<file path="src/rtl/inst_fetch_pkg.sv">
// Shared definitions for the instruction-fetch block: reset/enable levels,
// bus widths, the all-zero word and the PC increment per instruction.
package inst_fetch_pkg;

   localparam logic        RST_ENABLE    = 1'b1;
   localparam logic        CHIP_ENABLE   = 1'b1;
   localparam logic        CHIP_DISABLE  = 1'b0;

   localparam int          INST_ADDR_BUS = 32;
   localparam int          INST_BUS      = 32;

   localparam logic [31:0] ZERO_WORD     = 32'h0000_0000;
   localparam logic [31:0] INST_STEP     = 32'd4;

endpackage : inst_fetch_pkg

</file>
<file path="src/rtl/inst_fetch_if.sv">
// Bus bundle between the fetch unit, the instruction ROM, the redirect source
// and decode.
//
// Decode handshake: id_valid_o / id_ready_i. An entry transfers on every rising
// edge where both are 1. While id_valid_o is 1, id_pc_o / id_inst_o stay stable
// until the transfer or until a redirect flushes the queue. id_ready_i may be
// asserted with no entry present; nothing transfers in that case.
interface inst_fetch_if #(
   parameter int ADDR_W = 32,
   parameter int INST_W = 32
);

   logic              rom_ce_o;
   logic [ADDR_W-1:0] rom_addr_o;
   logic [INST_W-1:0] rom_inst_i;
   logic              redirect_i;
   logic [ADDR_W-1:0] redirect_pc_i;
   logic              id_valid_o;
   logic              id_ready_i;
   logic [ADDR_W-1:0] id_pc_o;
   logic [INST_W-1:0] id_inst_o;

   // Fetch unit side
   modport master (
      output rom_ce_o, rom_addr_o, id_valid_o, id_pc_o, id_inst_o,
      input  rom_inst_i, redirect_i, redirect_pc_i, id_ready_i
   );

   // ROM / redirect source / decode side
   modport slave (
      input  rom_ce_o, rom_addr_o, id_valid_o, id_pc_o, id_inst_o,
      output rom_inst_i, redirect_i, redirect_pc_i, id_ready_i
   );

endinterface : inst_fetch_if

</file>
<file path="src/rtl/inst_fetch_fetch_queue.sv">
// Synchronous circular FIFO holding {pc, inst} entries between fetch and
// decode. Flush wins over push and pop. The head reads as zero when empty.
module fetch_queue #(
   parameter int W     = 64,
   parameter int DEPTH = 2
) (
   input  logic         clk,
   input  logic         rst,
   input  logic         i_push,
   input  logic         i_pop,
   input  logic         i_flush,
   input  logic [W-1:0] i_din,
   output logic [W-1:0] o_dout,
   output logic         o_empty,
   output logic         o_full
);

   localparam int PTR_W = (DEPTH > 1) ? $clog2(DEPTH) : 1;
   localparam int CNT_W = $clog2(DEPTH + 1);

   logic [W-1:0]     r_mem [DEPTH];
   logic [PTR_W-1:0] r_wr_ptr;
   logic [PTR_W-1:0] r_rd_ptr;
   logic [CNT_W-1:0] r_count;
   logic             w_wr_en;
   logic             w_rd_en;

   assign o_empty = (r_count == '0);
   assign o_full  = (r_count == CNT_W'(DEPTH));
   assign o_dout  = o_empty ? '0 : r_mem[r_rd_ptr];

   // A write into a full queue is only legal when the head leaves the same cycle
   assign w_wr_en = i_push & ~i_flush & (~o_full | (i_pop & ~o_empty));
   assign w_rd_en = i_pop  & ~i_flush & ~o_empty;

   // Pointer and occupancy bookkeeping; flush and reset both empty the queue
   always_ff @(posedge clk) begin
      if (rst || i_flush) begin
         r_wr_ptr <= '0;
         r_rd_ptr <= '0;
         r_count  <= '0;
      end else begin
         if (w_wr_en) r_wr_ptr <= r_wr_ptr + PTR_W'(1);
         if (w_rd_en) r_rd_ptr <= r_rd_ptr + PTR_W'(1);
         r_count <= r_count + CNT_W'(w_wr_en) - CNT_W'(w_rd_en);
      end
   end

   // Entry storage; contents are only meaningful where r_count says so
   always_ff @(posedge clk) begin
      if (w_wr_en) r_mem[r_wr_ptr] <= i_din;
   end

endmodule : fetch_queue

</file>
<file path="src/rtl/inst_fetch.sv">
// Instruction-fetch initiator: owns the PC, drives the ROM, captures the
// combinational ROM data into the fetch queue and hands entries to decode.
// A redirect flushes the queue and restarts fetch at the word-aligned target.
module inst_fetch
   import inst_fetch_pkg::*;
#(
   parameter int                ADDR_W      = INST_ADDR_BUS,
   parameter int                INST_W      = INST_BUS,
   parameter logic [ADDR_W-1:0] RESET_PC    = ADDR_W'(ZERO_WORD),
   parameter int                QUEUE_DEPTH = 2
) (
   input  logic         clk,
   input  logic         rst,
   inst_fetch_if.master bus
);

   logic [ADDR_W-1:0]        r_pc;
   logic                     r_ce;
   logic                     w_empty;
   logic                     w_full;
   logic                     w_valid;
   logic                     w_pop;
   logic                     w_push;
   logic [ADDR_W-1:0]        w_redirect_pc;
   logic [ADDR_W+INST_W-1:0] w_din;
   logic [ADDR_W+INST_W-1:0] w_dout;

   assign w_valid       = ~w_empty;
   assign w_pop         = w_valid & bus.id_ready_i;
   // The instruction on the ROM this cycle belongs to r_pc; it is queued unless
   // the queue is full with nothing leaving, or a redirect discards it
   assign w_push        = r_ce & ~bus.redirect_i & (~w_full | w_pop);
   assign w_redirect_pc = {bus.redirect_pc_i[ADDR_W-1:2], 2'b00};
   assign w_din         = {r_pc, bus.rom_inst_i};

   // PC and chip-enable: reset, redirect, advance on push, otherwise hold
   always_ff @(posedge clk) begin
      if (rst == RST_ENABLE) begin
         r_pc <= RESET_PC;
         r_ce <= CHIP_DISABLE;
      end else begin
         r_ce <= CHIP_ENABLE;
         if (bus.redirect_i)
            r_pc <= w_redirect_pc;
         else if (w_push)
            r_pc <= r_pc + ADDR_W'(INST_STEP);
      end
   end

   fetch_queue #(
      .W     (ADDR_W + INST_W),
      .DEPTH (QUEUE_DEPTH)
   ) u_fetch_queue (
      .clk     (clk),
      .rst     (rst),
      .i_push  (w_push),
      .i_pop   (w_pop),
      .i_flush (bus.redirect_i),
      .i_din   (w_din),
      .o_dout  (w_dout),
      .o_empty (w_empty),
      .o_full  (w_full)
   );

   assign bus.rom_ce_o                  = r_ce;
   assign bus.rom_addr_o                = r_pc;
   assign bus.id_valid_o                = w_valid;
   assign {bus.id_pc_o, bus.id_inst_o}  = w_dout;

endmodule : inst_fetch

</file>
<file path="src/flat_wrapper.sv">
// flat-port wrapper written by rule: the top's interface ports become plain ports
module inst_fetch_flat import inst_fetch_pkg::*;
#(
   parameter int                ADDR_W      = INST_ADDR_BUS,
   parameter int                INST_W      = INST_BUS,
   parameter logic [ADDR_W-1:0] RESET_PC    = ADDR_W'(ZERO_WORD),
   parameter int                QUEUE_DEPTH = 2
)
  (clk, rst, bus_rom_ce_o, bus_rom_addr_o, bus_id_valid_o, bus_id_pc_o, bus_id_inst_o, bus_rom_inst_i, bus_redirect_i, bus_redirect_pc_i, bus_id_ready_i);
  inst_fetch_if #(.ADDR_W(ADDR_W), .INST_W(INST_W)) bus_i ();
  input  logic clk;
  input  logic rst;
  output wire logic [$bits(bus_i.rom_ce_o)-1:0] bus_rom_ce_o;
  output wire logic [$bits(bus_i.rom_addr_o)-1:0] bus_rom_addr_o;
  output wire logic [$bits(bus_i.id_valid_o)-1:0] bus_id_valid_o;
  output wire logic [$bits(bus_i.id_pc_o)-1:0] bus_id_pc_o;
  output wire logic [$bits(bus_i.id_inst_o)-1:0] bus_id_inst_o;
  input wire logic [$bits(bus_i.rom_inst_i)-1:0] bus_rom_inst_i;
  input wire logic [$bits(bus_i.redirect_i)-1:0] bus_redirect_i;
  input wire logic [$bits(bus_i.redirect_pc_i)-1:0] bus_redirect_pc_i;
  input wire logic [$bits(bus_i.id_ready_i)-1:0] bus_id_ready_i;
  assign bus_rom_ce_o = bus_i.rom_ce_o;
  assign bus_rom_addr_o = bus_i.rom_addr_o;
  assign bus_id_valid_o = bus_i.id_valid_o;
  assign bus_id_pc_o = bus_i.id_pc_o;
  assign bus_id_inst_o = bus_i.id_inst_o;
  assign bus_i.rom_inst_i = bus_rom_inst_i;
  assign bus_i.redirect_i = bus_redirect_i;
  assign bus_i.redirect_pc_i = bus_redirect_pc_i;
  assign bus_i.id_ready_i = bus_id_ready_i;
  inst_fetch #(.ADDR_W(ADDR_W), .INST_W(INST_W), .RESET_PC(RESET_PC), .QUEUE_DEPTH(QUEUE_DEPTH)) u_core (.clk(clk), .rst(rst), .bus(bus_i));
endmodule
</file>
<file path="config.mk">
export PLATFORM = sky130hd
export DESIGN_NAME = inst_fetch_flat
export DESIGN_NICKNAME = d
export VERILOG_FILES = /design/src/rtl/inst_fetch_pkg.sv /design/src/rtl/inst_fetch_if.sv /design/src/rtl/inst_fetch_fetch_queue.sv /design/src/rtl/inst_fetch.sv /design/src/flat_wrapper.sv
export SDC_FILE = /design/constraint.sdc
export NUM_CORES = 1
export LEC_CHECK = 0
export BUFFER_PORTS_ARGS = -buffer_cell sky130_fd_sc_hd__buf_4
export CAP_MARGIN = 20
export CORE_AREA = 2 2 136 138
export CTS_CLUSTER_DIAMETER = 150
export DETAILED_ROUTE_END_ITERATION = 7
export DIE_AREA = 0 0 138 140
export GPL_ROUTABILITY_DRIVEN = 0
export GPL_TIMING_DRIVEN = 0
export SLEW_MARGIN = 30
export SYNTH_ARGS = -nofsm -noshare
export SYNTH_HDL_FRONTEND = slang
export SYNTH_HIERARCHICAL = 1
export SYNTH_SLANG_ARGS = --single-unit
</file>
<file path="constraint.sdc">
create_clock -name clk -period 12.7 [get_ports clk]
set_input_delay 0 -clock clk [delete_from_list [all_inputs] [get_ports clk]]
set_output_delay 0 -clock clk [all_outputs]
set_load 0.05 [all_outputs]
</file>
==> summary by stage <==
STA
The final setup violation count is 0. Based on the critical path, the design can be clocked at up to 0.2806 GHz. The final setup skew is 0.01006 ns. The clock period could shrink to 3.564 ns. The number of hold-slack violations in the final timing report was 0. In this run the tightest slew margin relative to its limit is 53.84%. The post-route setup TNS is 0 ns. The post-route fraction of the period consumed by the critical path is 28.06%. Setup repair after global routing left no endpoint under its margin. The hold slack is 0.3095 ns. At the pin with the least slew margin, the transition time is 0.6861 ns.

The final number of max-transition violations is 0.

Global routing
After global routing the overflow that remains totals 0. Global routing consumed, on the met2 layer, 30.48% of the routing resources. The met3 track demand over resource is 4.786%. The number of global-route vias before repair is 5,137. The global-route layer with the greatest usage is met2. The met1 capacity usage during global routing is 23.12%. The number of antenna violations at the first check in global routing came to 0.

The global-route wire length before repair is 27,440 um. In the global route stage, overall resource usage came out at 18.13%. The maximum number of pins on one net before global-route repair is 23.

Yosys
Yosys attributes the largest share of cell area to sky130_fd_sc_hd__edfxtp_1, sky130_fd_sc_hd__dfxtp_1, sky130_fd_sc_hd__mux2i_1. The netlist uses 50 different library cells. In this run, synthesis inferred 128 flip-flops with an integrated enable. After synthesis, the largest area contributor takes up 55.07% of total cell area. Counting instances in the post-synthesis netlist gives the leading cell types as sky130_fd_sc_hd__edfxtp_1, sky130_fd_sc_hd__nor2_1, sky130_fd_sc_hd__mux2i_1. The synthesized instance count is 537. The number of flip-flops and latches in the synthesized netlist is 164. Yosys instantiated no cell more often than sky130_fd_sc_hd__edfxtp_1. The area of the mapped netlist is 0.006979 mm2. The most used flip-flop cell after synthesis is sky130_fd_sc_hd__edfxtp_1. Of all cell types, the one taking the most synthesized area is sky130_fd_sc_hd__edfxtp_1. The yosys synthesis warning count is 6. After synthesis, flip-flops and latches occupy 65.40% of the total area. The post-synthesis async set-or-reset flop share is 0%. The average instance in the mapped netlist occupies 13.00 um2.

Die
The core area is 0.01778 mm2. The die covers 0.01932 mm2. The die is 138 um wide. The number of standard-cell rows in the floorplan is 49. The starting density of the core is 39.25%. The height of the chip is 140 um. The number of primary I/O pins is 166.

Worst setup path
Measured in cells, the most critical reg-to-reg path has a length of 16. The most numerous cell type found on the critical path is sky130_fd_sc_hd__inv_1. The worst setup path is captured at a flop. The worst setup path is launched from a flop. Among all stages on the critical path, the largest delay is contributed by sky130_fd_sc_hd__o21ai_1. In this design, the stage delay of the slowest critical-path cell is 0.49 ns.

In this run the worst path has a maximum fanout of 11. The slack of the worst reg-to-reg path is 9.14 ns. The end of the worst register-to-register path is u_core/u_fetch_queue/r_count[1]$_SDFF_PP0_. The critical path start-end classification is flop to flop.

In this run the critical register-to-register path is launched from u_core/u_fetch_queue/r_count[0]$_SDFF_PP0_. Data arrives at the worst endpoint at 3.88 ns. The required time of the critical path is 13.02 ns. Traced cell by cell, the critical path runs through nor2_1 -> clkbuf_1 -> nand2b_1 -> buf_2 -> inv_1 -> o21ai_1 -> buf_2 -> nor2_1 -> inv_1 -> a211o_4 -> ha_1 -> inv_1 -> ha_1 -> xnor2_1 -> xnor2_1 -> and2_1.

Power
The worst ir drop on vdd is 0.1009 mV. In this run the static leakage power is 0.003632 uW. The sum of internal, switching and leakage power is 1205 uW. The total power per unit cell area is 122.1 mW/mm2.

Clock network
Buffers inserted during clock tree synthesis total 17. The clock slew at the register clock pins of the worst setup and hold paths is 0.07 ns. TritonCTS built the clock tree.

The clock reaches the later pin of the worst-skew pair after 0.43 ns. The clock tree synthesis step divided the H-tree into 4 levels. The cell at the root of the clock tree is sky130_fd_sc_hd__clkbuf_16. The count of cells resized by post-cts repair is 0. Counting every sink on the clock net gives 164. No sink is reached through more buffers than the 2 on the longest clock path.

Min path
The startpoint identified for the worst hold timing path is bus_rom_inst_i[21]. The worst hold path depth is 2. The worst hold path terminates at u_core/u_fetch_queue/r_mem[0][21]$_DFFE_PP_. The class of the worst hold path is input pin to flop.

Route
Summed over all layers, the routed wires come to 17,470 um. Dividing the detail-routed via count by the number of cells gives 4.916. The final route contains 5,088 vias.

Dividing the detail-routed wire length by the instance count gives 16.88 um. The detailed router's first-iteration violation count is 195. In this run the remaining antenna-violating nets after routing total 0. The final routed DRC violation total is 0. The first detailed-routing pass ran for 4 iterations.

Final layout
Once layout is complete, the cells apart from fillers number 1,035. The number of antenna diodes in the final layout is 0. The number of nets in the finished design is 864.

The share of layout cells above drive strength 1 is 28.91%. From synthesis to final layout, the design area changed by 41.39%.

Run
The tool flagged a number of max-cap violations equal to 0.

Placed design
Port buffering added 161 buffers. The HPWL after detailed placement is 12,160 um. The placed cell count is 938.

Outcome
The flow ran to the end, and the final reports show no timing, DRC or antenna violations.
-- cell type report --
cell class              instances  area [um2]
plain buffers                  29       160.2
clock buffers                  17       425.4
clock inverters                15       118.9
fillers                      1504        7911
inverters                      15       56.30
multi-input cells             334        2232
flip-flops and latches        164        4564
well taps                     229       286.5
repair buffers                232        2024
-- per-stage QoR --
step                      cell area [um2]  setup WS, ns  utilization (%)
after global placement               8493         5.591            47.77
final                                9868         9.136            55.50
after detailed placement             8673         9.122            48.78
after CTS                            9868         9.109            55.50
after global routing                 9868         8.865            55.50
after floorplan                      6998         7.607                -
-- how the worst max path moves through the flow --
stage,to,from,cells after the start
6_report,u_core/u_fetch_queue/r_count[1]$_SDFF_PP0_,u_core/u_fetch_queue/r_count[0]$_SDFF_PP0_,16
5_1_grt,u_core/u_fetch_queue/r_count[1]$_SDFF_PP0_,u_core/u_fetch_queue/r_count[1]$_SDFF_PP0_,16
4_1_cts,u_core/u_fetch_queue/r_count[1]$_SDFF_PP0_,u_core/u_fetch_queue/r_count[0]$_SDFF_PP0_,16
3_5_place_dp,u_core/u_fetch_queue/r_count[1]$_SDFF_PP0_,u_core/u_fetch_queue/r_count[0]$_SDFF_PP0_,16
3_3_place_gp,u_core/u_fetch_queue/r_mem[1][51]$_DFFE_PP_,u_core/u_fetch_queue/r_count[0]$_SDFF_PP0_,11
2_1_floorplan,u_core/u_fetch_queue/r_mem[0][0]$_DFFE_PP_,u_core/u_fetch_queue/r_count[0]$_SDFF_PP0_,11
-- cell families after synthesis --
family	synth area share, %
mux	9.753
other cells	0.05373
compound gates	5.271
simple gates	12.62
fa+ha+maj	0.5379
buf+inv	3.101
xor+xnor	3.263
flops	65.40
-- what timing repair did --
action / CTS / global route
hold buffers: 65 / 0
setup buffers: 0 / 0
endpoints found under the hold margin: 100 / 0
-- registers in the layout (all words and copies together) (netlist names), named ones only --
| signal | count |
|---|---|
| u_core/u_fetch_queue/r_rd_ptr | 1 |
| u_core/u_fetch_queue/r_mem | 128 |
| u_core/bus.rom_ce_o | 1 |
| u_core/u_fetch_queue/r_count | 2 |
| u_core/bus.rom_addr_o | 30 |
| u_core/u_fetch_queue/r_wr_ptr | 1 |
-- critical path: cells and delay by family (launching register included) --
kind	cells	cell delay, ns
flip-flops	1	0.36
XOR/XNOR	2	0.23
AO/OA/AOI/OAI	2	0.63
AND/OR/NAND/NOR	4	0.52
buffers and inverters	6	1.32
adder cells (fa/ha/maj)	2	0.40
-- layout by cell type (no fill, tap or decap), types with 12 or more instances in the layout --
cell type                       instances
sky130_fd_sc_hd__clkbuf_16             17
sky130_fd_sc_hd__xnor2_1               16
sky130_fd_sc_hd__nor2_1                97
sky130_fd_sc_hd__edfxtp_1             128
sky130_fd_sc_hd__mux2i_1               68
sky130_fd_sc_hd__nand4_1               12
sky130_fd_sc_hd__inv_1                 15
sky130_fd_sc_hd__nand2_1               30
sky130_fd_sc_hd__buf_4                170
sky130_fd_sc_hd__dlygate4sd3_1         65
sky130_fd_sc_hd__dfxtp_1               36
-- power by group --
part	switching, uW	internal [uW]	total [uW]
combinational	70.7	52.1	123
clock	218	255	473
sequential	16.6	593	610
total	305	900	1210
-- routing by layer --
metal	wire length, um	share of wire (%)
met5	0	0
met4	136	0.78
met3	869	5.0
met2	8758	50
met1	7701	44
Note: power is estimated with default switching activity, not from simulation.
